==> src/rtl/serial_add_ctrl.sv <==
// Bit-serial add/subtract sequencer: one full-adder step per clock, LSB first.
// Owns operand shift registers, carry flop, bit counter and start/busy/done handshake.
module serial_add_ctrl #(
    parameter int WIDTH = 8
) (
    input  logic             clk,
    input  logic             rst_n,
    input  logic             start,
    input  logic             sub,
    input  logic [WIDTH-1:0] a,
    input  logic [WIDTH-1:0] b,
    output logic             busy,
    output logic             done,
    output logic [WIDTH-1:0] result,
    output logic             carry_out,
    output logic             overflow
);
    localparam int CW = $clog2(WIDTH);

    typedef enum logic [1:0] {IDLE, RUN, DONE} state_t;

    state_t           state, state_nxt;
    logic [WIDTH-1:0] sa, sb, res_sh;
    logic             carry, cmsb;
    logic [CW-1:0]    cnt;
    logic             sum, cout, accept, last;

    // The single full-adder cell.
    assign sum  = sa[0] ^ sb[0] ^ carry;
    assign cout = (sa[0] & sb[0]) | (carry & (sa[0] ^ sb[0]));

    assign accept = (state != RUN) && start;
    assign last   = (state == RUN) && (cnt == CW'(WIDTH - 1));
    assign busy   = (state == RUN);
    assign done   = (state == DONE);

    always_ff @(posedge clk or negedge rst_n) begin
        if (!rst_n) state <= IDLE;
        else        state <= state_nxt;
    end

    always_comb begin
        state_nxt = state;
        case (state)
            IDLE:    if (start) state_nxt = RUN;
            RUN:     if (last)  state_nxt = DONE;
            DONE:    state_nxt = start ? RUN : IDLE;
            default: state_nxt = IDLE;
        endcase
    end

    always_ff @(posedge clk or negedge rst_n) begin
        if (!rst_n) begin
            sa        <= '0;
            sb        <= '0;
            res_sh    <= '0;
            carry     <= 1'b0;
            cmsb      <= 1'b0;
            cnt       <= '0;
            result    <= '0;
            carry_out <= 1'b0;
            overflow  <= 1'b0;
        end else if (accept) begin
            // Subtract is a + ~b + 1: invert b here and seed the carry with sub.
            sa    <= a;
            sb    <= sub ? ~b : b;
            carry <= sub;
            cnt   <= '0;
        end else if (state == RUN) begin
            sa     <= sa >> 1;
            sb     <= sb >> 1;
            res_sh <= {sum, res_sh[WIDTH-1:1]};
            carry  <= cout;
            cnt    <= cnt + CW'(1);
            if (cnt == CW'(WIDTH - 2)) cmsb <= cout;
            if (last) begin
                result    <= {sum, res_sh[WIDTH-1:1]};
                carry_out <= cout;
                overflow  <= cmsb ^ cout;
            end
        end
    end
endmodule

==> config.mk <==
export PLATFORM = sky130hd
export DESIGN_NAME = serial_add_ctrl
export DESIGN_NICKNAME = d
export VERILOG_FILES = /design/src/rtl/serial_add_ctrl.sv
export SDC_FILE = /design/constraint.sdc
export NUM_CORES = 1
export LEC_CHECK = 0
export BUFFER_PORTS_ARGS = -buffer_cell sky130_fd_sc_hd__buf_4
export CELL_PAD_IN_SITES_DETAIL_PLACEMENT = 2
export CELL_PAD_IN_SITES_GLOBAL_PLACEMENT = 2
export CORE_ASPECT_RATIO = 1.75
export CORE_MARGIN = 3
export CORE_UTILIZATION = 35
export CTS_CLUSTER_DIAMETER = 30
export DETAILED_ROUTE_END_ITERATION = 8
export PLACE_DENSITY = 0.76
export SLEW_MARGIN = 0
export SYNTH_ARGS = -nofsm -noshare
export SYNTH_HDL_FRONTEND = slang
export SYNTH_SLANG_ARGS = --single-unit
==> constraint.sdc <==
create_clock -name clk -period 1.7 [get_ports clk]
set_input_delay 0.255 -clock clk [delete_from_list [all_inputs] [get_ports clk]]
set_output_delay 0.255 -clock clk [all_outputs]
set_load 0.03 [all_outputs]
==> impl_summary.log, run 1 <==
[metrics] area share of xor/xnor cells in the synthesized design: 0.0436
[metrics] synthesis-to-finish area growth: 21.4%
[metrics] count of final max-slew check failures: 0
[metrics] Iteration-0 DRC Markers: 22
[metrics] portion of netlist area occupied by mux cells: 0.171
[metrics] simple-gate portion of the synthesized area: 0.102
[metrics] number of distinct library cell variants in the gate-level netlist after synthesis: 24
[metrics] netlist area before placement: 1810 um^2
[metrics] Post-Place Cells: 241
[metrics] WL/cell: 16.9 um
[metrics] Yosys Warn Count: 0
[metrics] average instance area after synthesis: 11.3 um^2
[metrics] Initial Util: 0.363
[metrics] CTS tree: done
[metrics] fraction of the cycle the final worst path needs: 0.920
[metrics] final design instance area without fill: 2200 um^2
[metrics] crit path time final: 1.56 ns
[metrics] cell taking the most area after synthesis: dfrtp_1
[metrics] per-cell via count in the routed design: 5.25
[metrics] count of instances resized after the clock tree is built: 0
[metrics] clock latency reported for the late side of the worst-skew pair: 0.29 ns
[metrics] NumNets Final: 219
[metrics] crit path launch type: register
[metrics] number of register bits inferred by synthesis: 40
[metrics] grt total ovfl: 0
[metrics] H-tree depth: 2
[metrics] setup repair after global routing missed its margin: no
[metrics] data required time at the worst endpoint: 1.88 ns
[metrics] Die Wd: 60.4 um
[metrics] type of the worst setup path: register to register
[metrics] antenna violations before repair: 0
[metrics] final hold violations: 0
[metrics] part of the Yosys area used for sequential elements: 0.553
[metrics] proportion of layout cells with a drive suffix above 1: 0.277
[metrics] RePlAce Congestion: 0.718
[metrics] highest achievable clock rate: 639 MHz
[metrics] adder and majority gate portion of the synthesized area: 0.0318
[metrics] Die Area: 6100 um^2
[metrics] setup violation total in the final timing report: 0
[metrics] post-synth top area share: 0.553
[metrics] wire length of the first global-routing pass: 7070 um
[metrics] Slew Limit Headroom: 0.650
[metrics] Setup Buffers After CTS: 0
[metrics] final core utilization: 0.441
[metrics] number of nets still failing antenna checks after routing: 0
[metrics] Filler Cells Inserted: 520
[metrics] standard-cell row count: 34
[metrics] largest family of logic cells by synthesized area: multiplexers
[metrics] data arrival time of the critical path: 1.74 ns
[metrics] endpoint type of the worst setup path: register
[metrics] top fanout value on the critical path: 7
[metrics] area after detailed placement: 2090 um^2
[metrics] count of TritonRoute iterations in the first routing pass: 3
[metrics] hold buffer count at cts: 1
[metrics] IO Count: 32
[metrics] total track usage: 0.157
[metrics] biggest area contributors in the synthesized netlist: dfrtp_1 55%, mux2i_1 9.4%, nand2_1 8.3%
[metrics] final clock skew: 0.00555 ns
[metrics] die height: 101 um
[metrics] total negative slack for setup checks: 0 ns
[metrics] run status: completed
[metrics] fraction of the mapped netlist area in compound gates: 0.0588
[metrics] number of buffers created by CTS: 5
[metrics] clock edge transition at the registers on the reported setup and hold paths: 0.08 ns
[metrics] maximum number of buffers from clock root to sink: 2
[metrics] final worst-path setup slack: 0.136 ns
[metrics] count of mapped cells out of synthesis: 160
[metrics] number of global-route vias before repair: 1,466
[metrics] post-layout instance count excluding filler cells: 249
[metrics] total wire length after detailed routing: 4210 um
[metrics] leakage power total: 0.00114 uW
[metrics] antenna diode instance count: 0
[metrics] Mapped Nets: 184
[metrics] DRC Markers: 0
[metrics] pin count of the biggest net entering global routing: 41
[metrics] maximum vdd drop: 0.922 mV
[metrics] pre-CTS setup slack: 0.147 ns
[metrics] cell at the root of the clock tree: clkbuf_8
[metrics] slew at the pin with the worst max-slew slack: 0.526 ns
[metrics] sink count of the clock tree: 40
[metrics] total via count in the routed design: 1,308
[metrics] max-cap viol count: 0
[metrics] Buffers on Ports: 31
[metrics] worst hold path class: input port to register
[metrics] area of the core: 4980 um^2
[metrics] total power divided by cell area: 1750 nW/um^2
[metrics] final HPWL from detailed placement: 3140 um
registers in the layout (all words and copies together) (netlist names):
signal,cells
result,8
sa,8
sb,8
res_sh,7
cnt,3
state,2
carry,1
carry_out,1
cmsb,1
overflow,1
cell type report:
cell class | instances | area, um^2 | share of cell area
Sequential cell | 40 | 1000 | 0.456
Multi-Input combinational cell | 107 | 736 | 0.335
Timing Repair Buffer | 37 | 280 | 0.128
Clock buffer | 7 | 96.3 | 0.0439
Tap cell | 54 | 67.6 | 0.0308
Inverter | 4 | 15.0 | 0.00684
power by group:
group          switching, uW  total [uW]  internal [uW]
clock network            326         687            362
registers                273        1630           1360
logic                    871        1520            645
total                   1470        3830           2360
cells by family (layout without fill, tap and decap cells):
| group | after synthesis | in the layout |
|---|---|---|
| AND/OR/NAND/NOR | 46 | 46 |
| flip-flops | 40 | 40 |
| multiplexers | 27 | 27 |
| AO/OA/AOI/OAI | 21 | 21 |
| buffers and inverters | 13 | 48 |
| XOR/XNOR | 9 | 9 |
| adder cells (fa/ha/maj) | 4 | 4 |
stage by stage:
stage	power, uW	hold WS (ns)
after floorplan	2610	-0.0406
after global placement	3050	0.256
after detailed placement	3200	0.270
after CTS	3910	0.243
after global routing	4170	0.265
final	3830	0.247
synth_stat cells (all sizes together):
library cell,number
inv,4
ha,3
nand2,40
nand3b,1
nor2b,1
nor2,1
dfrtp,40
mux2i,17
clkbuf,2
nand3,2
o22ai,1
mux2,10
a21oi,1
buf,7
nand2b,1
fa,1
xor2,7
o21ai,19
xnor2,2
critical path: stages, from the launching register on:
cell	delay (ns)
dfrtp_1	0.41
ha_1	0.22
ha_1	0.20
nand3b_1	0.11
buf_4	0.19
mux2_4	0.31
layout by cell type, fill, tap and decap left out:
master	Yosys	layout
a21oi_1	1	1
buf_4	3	36
clkbuf_8	0	7
dfrtp_1	40	40
dlygate4sd3_1	0	1
fa_1	1	1
ha_1	3	3
inv_1	3	3
inv_2	1	1
mux2_2	3	3
mux2_4	7	7
mux2i_1	17	17
nand2_1	40	40
nand2b_1	1	1
nand3_1	2	2
nand3b_1	1	1
nor2_1	1	1
nor2b_1	1	1
o21ai_0	19	19
o22ai_1	1	1
xnor2_1	2	2
xor2_1	7	7
worst paths after layout:
| kind | startpoint | to | slack (ns) | cells after the start |
|---|---|---|---|---|
| max | cnt[0]$_DFFE_PN0P_ | result[7]$_DFFE_PN0P_ | 0.14 | 5 |
| min | a[1] | sa[1]$_DFFE_PN0P_ | 0.25 | 3 |
| max reg2reg | cnt[0]$_DFFE_PN0P_ | result[7]$_DFFE_PN0P_ | 0.14 | 5 |
| min reg2reg | sa[2]$_DFFE_PN0P_ | sa[1]$_DFFE_PN0P_ | 0.49 | 2 |
| max in group asynchronous | rst_n | res_sh[1]$_DFFE_PN0P_ | 0.85 | 2 |
| min in group asynchronous | rst_n | result[0]$_DFFE_PN0P_ | 0.48 | 2 |
routing by layer:
layer | vias up | wire, um | track usage
met4 | 0 | 97 | 0.0631
met5 | - | 0 | 0
met2 | 27 | 2410 | 0.282
met3 | 8 | 150 | 0.0385
li1 | 589 | - | -
met1 | 684 | 1550 | 0.170
(Power assumes the default switching activity.)
==> run 2, diff against run 1 <==
- ABC_AREA: default -> 1
- CORE_UTILIZATION: 35 -> 32
==> run 2 against run 1 <==
Die area is 9.9% higher. Clock skew is 0.0025 ns higher. Global-route usage is 0.37 points lower. Critical path depth is 1 lower. Core utilization is 3.1 points lower. Register-to-register slack better by 0.07 ns. Final area is 0.57% higher. Setup slack worse by 0.044 ns. Clock-buffer cell count is 1 lower. First-iteration DRC count is 91% higher. Hold slack worse by 0.069 ns. Non-clock buffer count is 1 lower. Critical endpoint is now busy. Largest cell class unchanged. Largest power group unchanged.
==> impl_summary.log, run 2 <==
[metrics] antenna violations before repair: 0 (unchanged)
[metrics] sink count of the clock tree: 40 (unchanged)
[metrics] slew at the pin with the worst max-slew slack: 0.909 ns (+0.383 ns)
[metrics] WL/cell: 14.1 um (-17%)
[metrics] cell taking the most area after synthesis: dfrtp_1
[metrics] maximum number of buffers from clock root to sink: 2 (unchanged)
[metrics] clock edge transition at the registers on the reported setup and hold paths: 0.07 ns (about the same)
[metrics] total wire length after detailed routing: 4600 um (+9.2%)
[metrics] synthesis-to-finish area growth: 20.6%
[metrics] type of the worst setup path: register to output pin
[metrics] fraction of synthesis flops using an asynchronous set or reset pin: 1.00 (unchanged)
[metrics] RePlAce Congestion: 0.693 (-3.5%)
[metrics] clock latency reported for the late side of the worst-skew pair: 0.29 ns (about the same)
[metrics] netlist area before placement: 1830 um^2 (+1.2%)
[metrics] number of buffers created by CTS: 5 (unchanged)
[metrics] wire length on met1: 1760 um (+13%)
[metrics] NumNets Final: 276 (+26%)
[metrics] count of mapped cells out of synthesis: 219 (+37%)
[metrics] final HPWL from detailed placement: 3370 um (+7.3%)
[metrics] setup repair after global routing missed its margin: no
[metrics] top layer in use: met4
[metrics] Iteration-0 DRC Markers: 42 (+91%)
[metrics] crit path launch type: register
[metrics] Post-synth EDFFs: 0 (unchanged)
[metrics] flip-flop and latch area: 1000 um^2 (unchanged)
[metrics] Die Area: 6700 um^2 (+9.9%)
[metrics] total power divided by cell area: 1630 nW/um^2 (-6.5%)
[metrics] count of instances resized after the clock tree is built: 0 (unchanged)
[metrics] data arrival time of the critical path: 1.35 ns (-0.39 ns)
[metrics] Synth top cells by count: 83 x nand2_1, 40 x dfrtp_1, 35 x nand3_1, 21 x inv_1, 16 x o21ai_0
[metrics] post-synth top area share: 0.546 (-0.00680)
[metrics] Yosys Warn Count: 0 (unchanged)
[metrics] Post-Place Cells: 318 (+32%)
[metrics] highest achievable clock rate: 622 MHz (-2.7%)
[metrics] IO Count: 32 (unchanged)
[metrics] Top FF cell, synth: dfrtp_1
[metrics] leakage power total: 0.00119 uW (+4.1%)
[metrics] number of distinct library cell variants in the gate-level netlist after synthesis: 19 (-21%)
[metrics] top fanout value on the critical path: 19 (+12)
[metrics] final clock skew: 0.00803 ns (+0.00248 ns)
[metrics] part of the Yosys area used for sequential elements: 0.546 (-0.00680)
[metrics] maximum vdd drop: 0.383 mV (-58%)
[metrics] die height: 106 um (+4.9%)
[metrics] count of final max-slew check failures: 0 (unchanged)
[metrics] total negative slack for setup checks: 0 ns (unchanged)
[metrics] post-layout instance count excluding filler cells: 326 (+31%)
[metrics] area of the core: 5390 um^2 (+8.2%)
[metrics] cell at the root of the clock tree: clkbuf_8
[metrics] pin count of the biggest net entering global routing: 41 (unchanged)
[metrics] total track usage: 0.154 (-0.00373)
[metrics] grt total ovfl: 0 (unchanged)
[metrics] standard-cell row count: 35 (+2.9%)
[metrics] data required time at the worst endpoint: 1.44 ns (-0.44 ns)
[metrics] proportion of layout cells with a drive suffix above 1: 0.175 (-0.102)
[metrics] number of nets still failing antenna checks after routing: 0 (unchanged)
[metrics] Multi-input gate area: 682 um^2 (-7.3%)
[metrics] Initial Util: 0.340 (-0.0234)
[metrics] Die Wd: 63.2 um (+4.7%)
[metrics] number of register bits inferred by synthesis: 40 (unchanged)
[metrics] most used cells in the layout excluding fill and tap cells: 83 x nand2_1, 40 x dfrtp_1, 35 x nand3_1, 35 x buf_4, 21 x inv_1
[metrics] final design instance area without fill: 2210 um^2 (+0.57%)
[metrics] leading cell type in the layout, fill and taps excluded: nand2_1
[metrics] final hold violations: 0 (unchanged)
[metrics] antenna diode instance count: 0 (unchanged)
[metrics] biggest area contributors in the synthesized netlist: dfrtp_1 55%, nand2_1 17%, nand3_1 9.6%
[metrics] total via count in the routed design: 1,570 (+20%)
[metrics] DRC Markers: 0 (unchanged)
[metrics] setup violation total in the final timing report: 0 (unchanged)
[metrics] per-cell via count in the routed design: 4.82 (-8.3%)
[metrics] largest registers ranked by flip-flop count: result: 8 flops, sa: 8 flops, sb: 8 flops
[metrics] final core utilization: 0.410 (-0.0312)
[metrics] number of global-route vias before repair: 1,752 (+20%)
[metrics] Filler Cells Inserted: 666 (+28%)
[metrics] Post-Route Hold Slack: 0.178 ns (-0.0689 ns)
[metrics] Routed met3 length: 122 um (-19%)
[metrics] Mapped Nets: 243 (+32%)
[metrics] Buffers on Ports: 31 (unchanged)
[metrics] worst hold path class: input port to register
[metrics] max-cap viol count: 0 (unchanged)
[metrics] most common cell in the netlist: nand2_1
[metrics] H-tree depth: 2 (unchanged)
[metrics] fraction of the cycle the final worst path needs: 0.946 (+0.0259)
[metrics] run status: completed
[metrics] count of TritonRoute iterations in the first routing pass: 4 (+1)
[metrics] DR WL met2: 2520 um (+4.3%)
[metrics] Slew Limit Headroom: 0.394 (-0.255)
[metrics] CTS tree: done
[metrics] area after detailed placement: 2120 um^2 (+1.5%)
[metrics] average instance area after synthesis: 8.36 um^2 (-26%)
[metrics] crit path time final: 1.61 ns (+0.0440 ns)
[metrics] endpoint type of the worst setup path: output pin
[metrics] wire length of the first global-routing pass: 8110 um (+15%)
==> run 2: final cells by class <==
class,instances,area share
Timing Repair Buffer,36,0.124
Sequential cell,40,0.453
Tap cell,74,0.0419
Clock buffer,6,0.0329
Clock inverter,1,0.00227
Multi-Input combinational cell,147,0.309
Inverter,22,0.0374
==> run 2: final timing paths <==
kind	startpoint	to	slack [ns]	cells past startpoint
worst min-delay path	a[7]	sa[7]$_DFFE_PN0P_	0.18	3
max in group asynchronous	rst_n	result[6]$_DFFE_PN0P_	0.85	2
worst min register to register	res_sh[1]$_DFFE_PN0P_	result[0]$_DFFE_PN0P_	0.49	2
worst max register to register	state[0]$_DFFE_PN0P_	sb[0]$_DFFE_PN0P_	0.21	3
worst max-delay path	state[0]$_DFFE_PN0P_	busy	0.09	4
min in group asynchronous	rst_n	result[0]$_DFFE_PN0P_	0.48	2
==> run 2: metal layers <==
metal | vias to the layer above | GRT usage
met5 | - | 0
met4 | 0 | 0.0896
met3 | 10 | 0.0264
met2 | 32 | 0.281
met1 | 776 | 0.161
li1 | 752 | -
==> run 2: power breakdown <==
group | total, uW | leakage [uW] | internal, uW | switching, uW
sequential | 1560 | 0.000514 | 1340 | 225
combinational | 1450 | 0.000631 | 521 | 933
clock | 590 | 0.0000410 | 279 | 311
==> run 2: stage by stage <==
stage,setup WS [ns],total power (uW)
6_report,0.0921,3610
5_1_grt,0.00394,3940
4_1_cts,0.0546,3700
3_5_place_dp,0.187,3090
3_3_place_gp,0.241,3000
2_1_floorplan,0.462,2580
==> run 2: critical path, stage by stage, from the launching register on <==
cell and delay (ns):
dfrtp_1 0.42, inv_1 0.07, nor2_2 0.11, buf_4 0.26, buf_4 0.20
==> run 2: what timing repair did <==
action                                 CTS  global route
hold buffers                             1             0
buffers inserted                         0             0
endpoints found under the hold margin   40             0
==> run 2: cell families (layout without fill, tap and decap cells) <==
| group | after synthesis | after routing | synth area share |
|---|---|---|---|
| buffers and inverters | 32 | 65 | 0.0813 |
| xor gates and xnor gates | 2 | 2 | 0.00956 |
| and+or+nand+nor | 122 | 122 | 0.278 |
| adders and majority gates | 4 | 4 | 0.0314 |
| DFF | 40 | 40 | 0.546 |
| AOI/OAI and AO/OA | 19 | 19 | 0.0533 |
==> run 3, diff against run 2 <==
- CORE_UTILIZATION: 32 -> 29
- PLACE_DENSITY: 0.76 -> 0.73
- clock period: 1.7 -> 1.35 ns (I/O delays scaled with it)
==> run 3 against run 2 <==
Combinational power increased by 46%. Core utilization decreased by 2.3 points. Die area increased by 9.6%. Clock-buffer cell count increased by 2. Largest power group is now combinational logic.
==> impl_summary.log, run 3 (synthesis results as in run 2) <==
[metrics] WL/cell: 13.8 um (-2.1%)
[metrics] final design instance area without fill: 2330 um^2 (+5.5%)
[metrics] DRC Markers: 0 (unchanged)
[metrics] Die Wd: 66.1 um (+4.6%)
[metrics] H-tree depth: 2 (unchanged)
[metrics] per-cell via count in the routed design: 4.62 (-4.0%)
[metrics] Hold Path Depth: 3 (unchanged)
[metrics] count of final max-slew check failures: 0 (unchanged)
[metrics] total wire length after detailed routing: 4640 um (+0.89%)
[metrics] cell at the root of the clock tree: clkbuf_8
[metrics] clock edge transition at the registers on the reported setup and hold paths: 0.08 ns (about the same)
[metrics] setup violation total in the final timing report: 0 (unchanged)
[metrics] top fanout value on the critical path: 2 (-17)
[metrics] critical register-to-register path endpoint: result[4]$_DFFE_PN0P_
[metrics] Power Internal: 2950 uW (+38%)
[metrics] data arrival time of the critical path: 1.09 ns (-0.26 ns)
[metrics] highest achievable clock rate: 773 MHz
[metrics] crit path launch type: register
[metrics] most used cells in the layout excluding fill and tap cells: 82 x nand2_1, 40 x dfrtp_1, 35 x nand3_1, 35 x buf_4, 20 x inv_1
[metrics] endpoint type of the worst setup path: output pin
[metrics] Sw Share: 0.399 (-0.00861)
[metrics] NumNets Final: 281 (+1.8%)
[metrics] final HPWL from detailed placement: 3280 um (-2.5%)
[metrics] sink count of the clock tree: 40 (unchanged)
[metrics] IO Count: 32 (unchanged)
[metrics] met2 track demand over resource in global routing: 0.261 (-0.0197)
[metrics] total power divided by cell area: 2110 nW/um^2 (+29%)
[metrics] flip-flop and latch area: 1000 um^2 (unchanged)
[metrics] setup repair after global routing missed its margin: yes
[metrics] Initial Util: 0.304 (-0.0357)
[metrics] proportion of layout cells with a drive suffix above 1: 0.205 (+0.0308)
[metrics] synthesis-to-finish area growth: 27.2%
[metrics] pin count of the biggest net entering global routing: 41 (unchanged)
[metrics] number of buffers created by CTS: 5 (unchanged)
[metrics] worst hold path class: input port to register
[metrics] Filler Cells Inserted: 714 (+7.2%)
[metrics] number of nets still failing antenna checks after routing: 0 (unchanged)
[metrics] Buffers on Ports: 31 (unchanged)
[metrics] grt total ovfl: 0 (unchanged)
[metrics] crit-path cells: nor2_4 > buf_12 > buf_8
[metrics] largest registers ranked by flip-flop count: result: 8 flops, sa: 8 flops, sb: 8 flops
[metrics] area after detailed placement: 2170 um^2 (+2.4%)
[metrics] die height: 111 um (+4.8%)
[metrics] Multi-input gate area: 699 um^2 (+2.6%)
[metrics] slew at the pin with the worst max-slew slack: 0.516 ns (-0.393 ns)
[metrics] max-cap viol count: 0 (unchanged)
[metrics] fraction of the cycle the final worst path needs: 0.959
[metrics] final clock skew: 0.00394 ns (-0.00409 ns)
[metrics] total track usage: 0.143 (-0.0109)
[metrics] Hold Crit Endpoint: sa[7]$_DFFE_PN0P_
[metrics] Slew Limit Headroom: 0.656 (+0.262)
[metrics] power share of the sequential group: 0.401 (-0.032)
[metrics] maximum vdd drop: 0.495 mV (+29%)
[metrics] Iteration-0 DRC Markers: 51 (+21%)
[metrics] clock latency reported for the late side of the worst-skew pair: 0.29 ns (about the same)
[metrics] leakage power total: 0.00123 uW (+3.8%)
[metrics] hold path startpoint: a[7]
[metrics] run status: completed
[metrics] global routing's busiest layer: met2
[metrics] depth of the most critical reg-to-reg path: 6 (+3)
[metrics] leading cell type in the layout, fill and taps excluded: nand2_1
[metrics] maximum number of buffers from clock root to sink: 2 (unchanged)
[metrics] CTS tree: done
[metrics] part of the power in combinational logic: 0.430 (+0.027)
[metrics] longest individual stage delay on the worst path: 0.41 ns (about the same)
[metrics] Reg2Reg Launch Point: cnt[1]$_DFFE_PN0P_
[metrics] Die Area: 7340 um^2 (+9.6%)
[metrics] antenna diode instance count: 0 (unchanged)
[metrics] met1 capacity usage during global routing: 0.152 (-0.00933)
[metrics] antenna violations before repair: 0 (unchanged)
[metrics] count of TritonRoute iterations in the first routing pass: 4 (unchanged)
[metrics] final hold violations: 0 (unchanged)
[metrics] RePlAce Congestion: 0.698 (+0.62%)
[metrics] setup slack on the worst flop-to-flop path: 0.09 ns (-0.12 ns)
[metrics] Clk pwr share: 0.169 (+0.005)
[metrics] count of buffer and inverter cells on the critical path: 2 (-1)
[metrics] number of global-route vias before repair: 1,758 (+0.34%)
[metrics] met3 capacity usage during global routing: 0.0264 (-0.0000579)
[metrics] type of the worst setup path: register to output pin
[metrics] standard-cell row count: 37 (+5.7%)
[metrics] Psw: 1960 uW (+33%)
[metrics] data required time at the worst endpoint: 1.15 ns (-0.29 ns)
[metrics] area of the core: 6020 um^2 (+12%)
[metrics] wire length of the first global-routing pass: 8200 um (+1.1%)
[metrics] crit path time final: 1.29 ns
[metrics] kind of cell with the highest combined delay on the critical path: flip-flops
[metrics] total via count in the routed design: 1,553 (-1.1%)
[metrics] slowest library cell on the worst path: dfrtp_1
[metrics] Post-Route Hold Slack: 0.120 ns (-0.0582 ns)
[run 3: power groups by stage]
stage	logic [uW]	registers, uW	clock network (uW)
floorplan	1070	2170	0
global placement	1950	1970	0
detailed placement	2000	2010	0
CTS	2120	1980	860
global route	2410	2050	901
finish	2110	1970	828
[run 3: worst max path at each step]
stage	end	cells after the start	start	slack [ns]
after floorplan	overflow$_DFFE_PN0P_	4	sa[0]$_DFFE_PN0P_	0.11
after global placement	overflow$_DFFE_PN0P_	4	sa[0]$_DFFE_PN0P_	0.07
after detailed placement	overflow$_DFFE_PN0P_	4	sa[0]$_DFFE_PN0P_	0.03
after CTS	busy	4	state[0]$_DFFE_PN0P_	0.0001
after global routing	done	3	state[0]$_DFFE_PN0P_	-0.01
final	busy	3	state[1]$_DFFE_PN0P_	0.06
[run 3: what timing repair did]
| item | 4_1_cts | 5_1_grt |
|---|---|---|
| endpoints found under the hold margin | 40 | 0 |
| pin swaps | 1 | 2 |
| gates resized for setup | 1 | 8 |
| buffers inserted | 3 | 1 |
| endpoints found under the setup margin | 1 | 13 |
| hold buffers | 1 | 0 |
[run 3: metal layers]
metal / wire [um] / share of wire / vias up
met1: 1740 / 0.37 / 756
met5: 0 / 0 / -
met2: 2660 / 0.57 / 27
met3: 157 / 0.034 / 5
li1: - / - / 765
met4: 90 / 0.019 / 0
[run 3: worst min-delay path, cell delays in order]
cell and delay (ns):
buf_4 0.08, nand2_1 0.04, nand2_1 0.06
[run 3: stage by stage]
| stage | utilization | TNS [ns] | power, uW | worst slack [ns] | cells |
|---|---|---|---|---|---|
| after floorplan | - | 0 | 3250 | 0.112 | 219 |
| after global placement | 0.361 | 0 | 3920 | 0.0717 | 323 |
| after detailed placement | 0.361 | 0 | 4010 | 0.0326 | 323 |
| after CTS | 0.382 | 0 | 4960 | 0.000105 | 335 |
| after global routing | 0.387 | -0.0204 | 5350 | -0.0105 | 336 |
| final | 0.387 | 0 | 4910 | 0.0558 | 336 |
[run 3: area by class of cell]
class,count,share of cell area
sequential,40,0.430
clock buffer,8,0.0387
multi-input combinational,147,0.300
tap,78,0.0419
inverter,22,0.0354
timing repair buffer,41,0.154
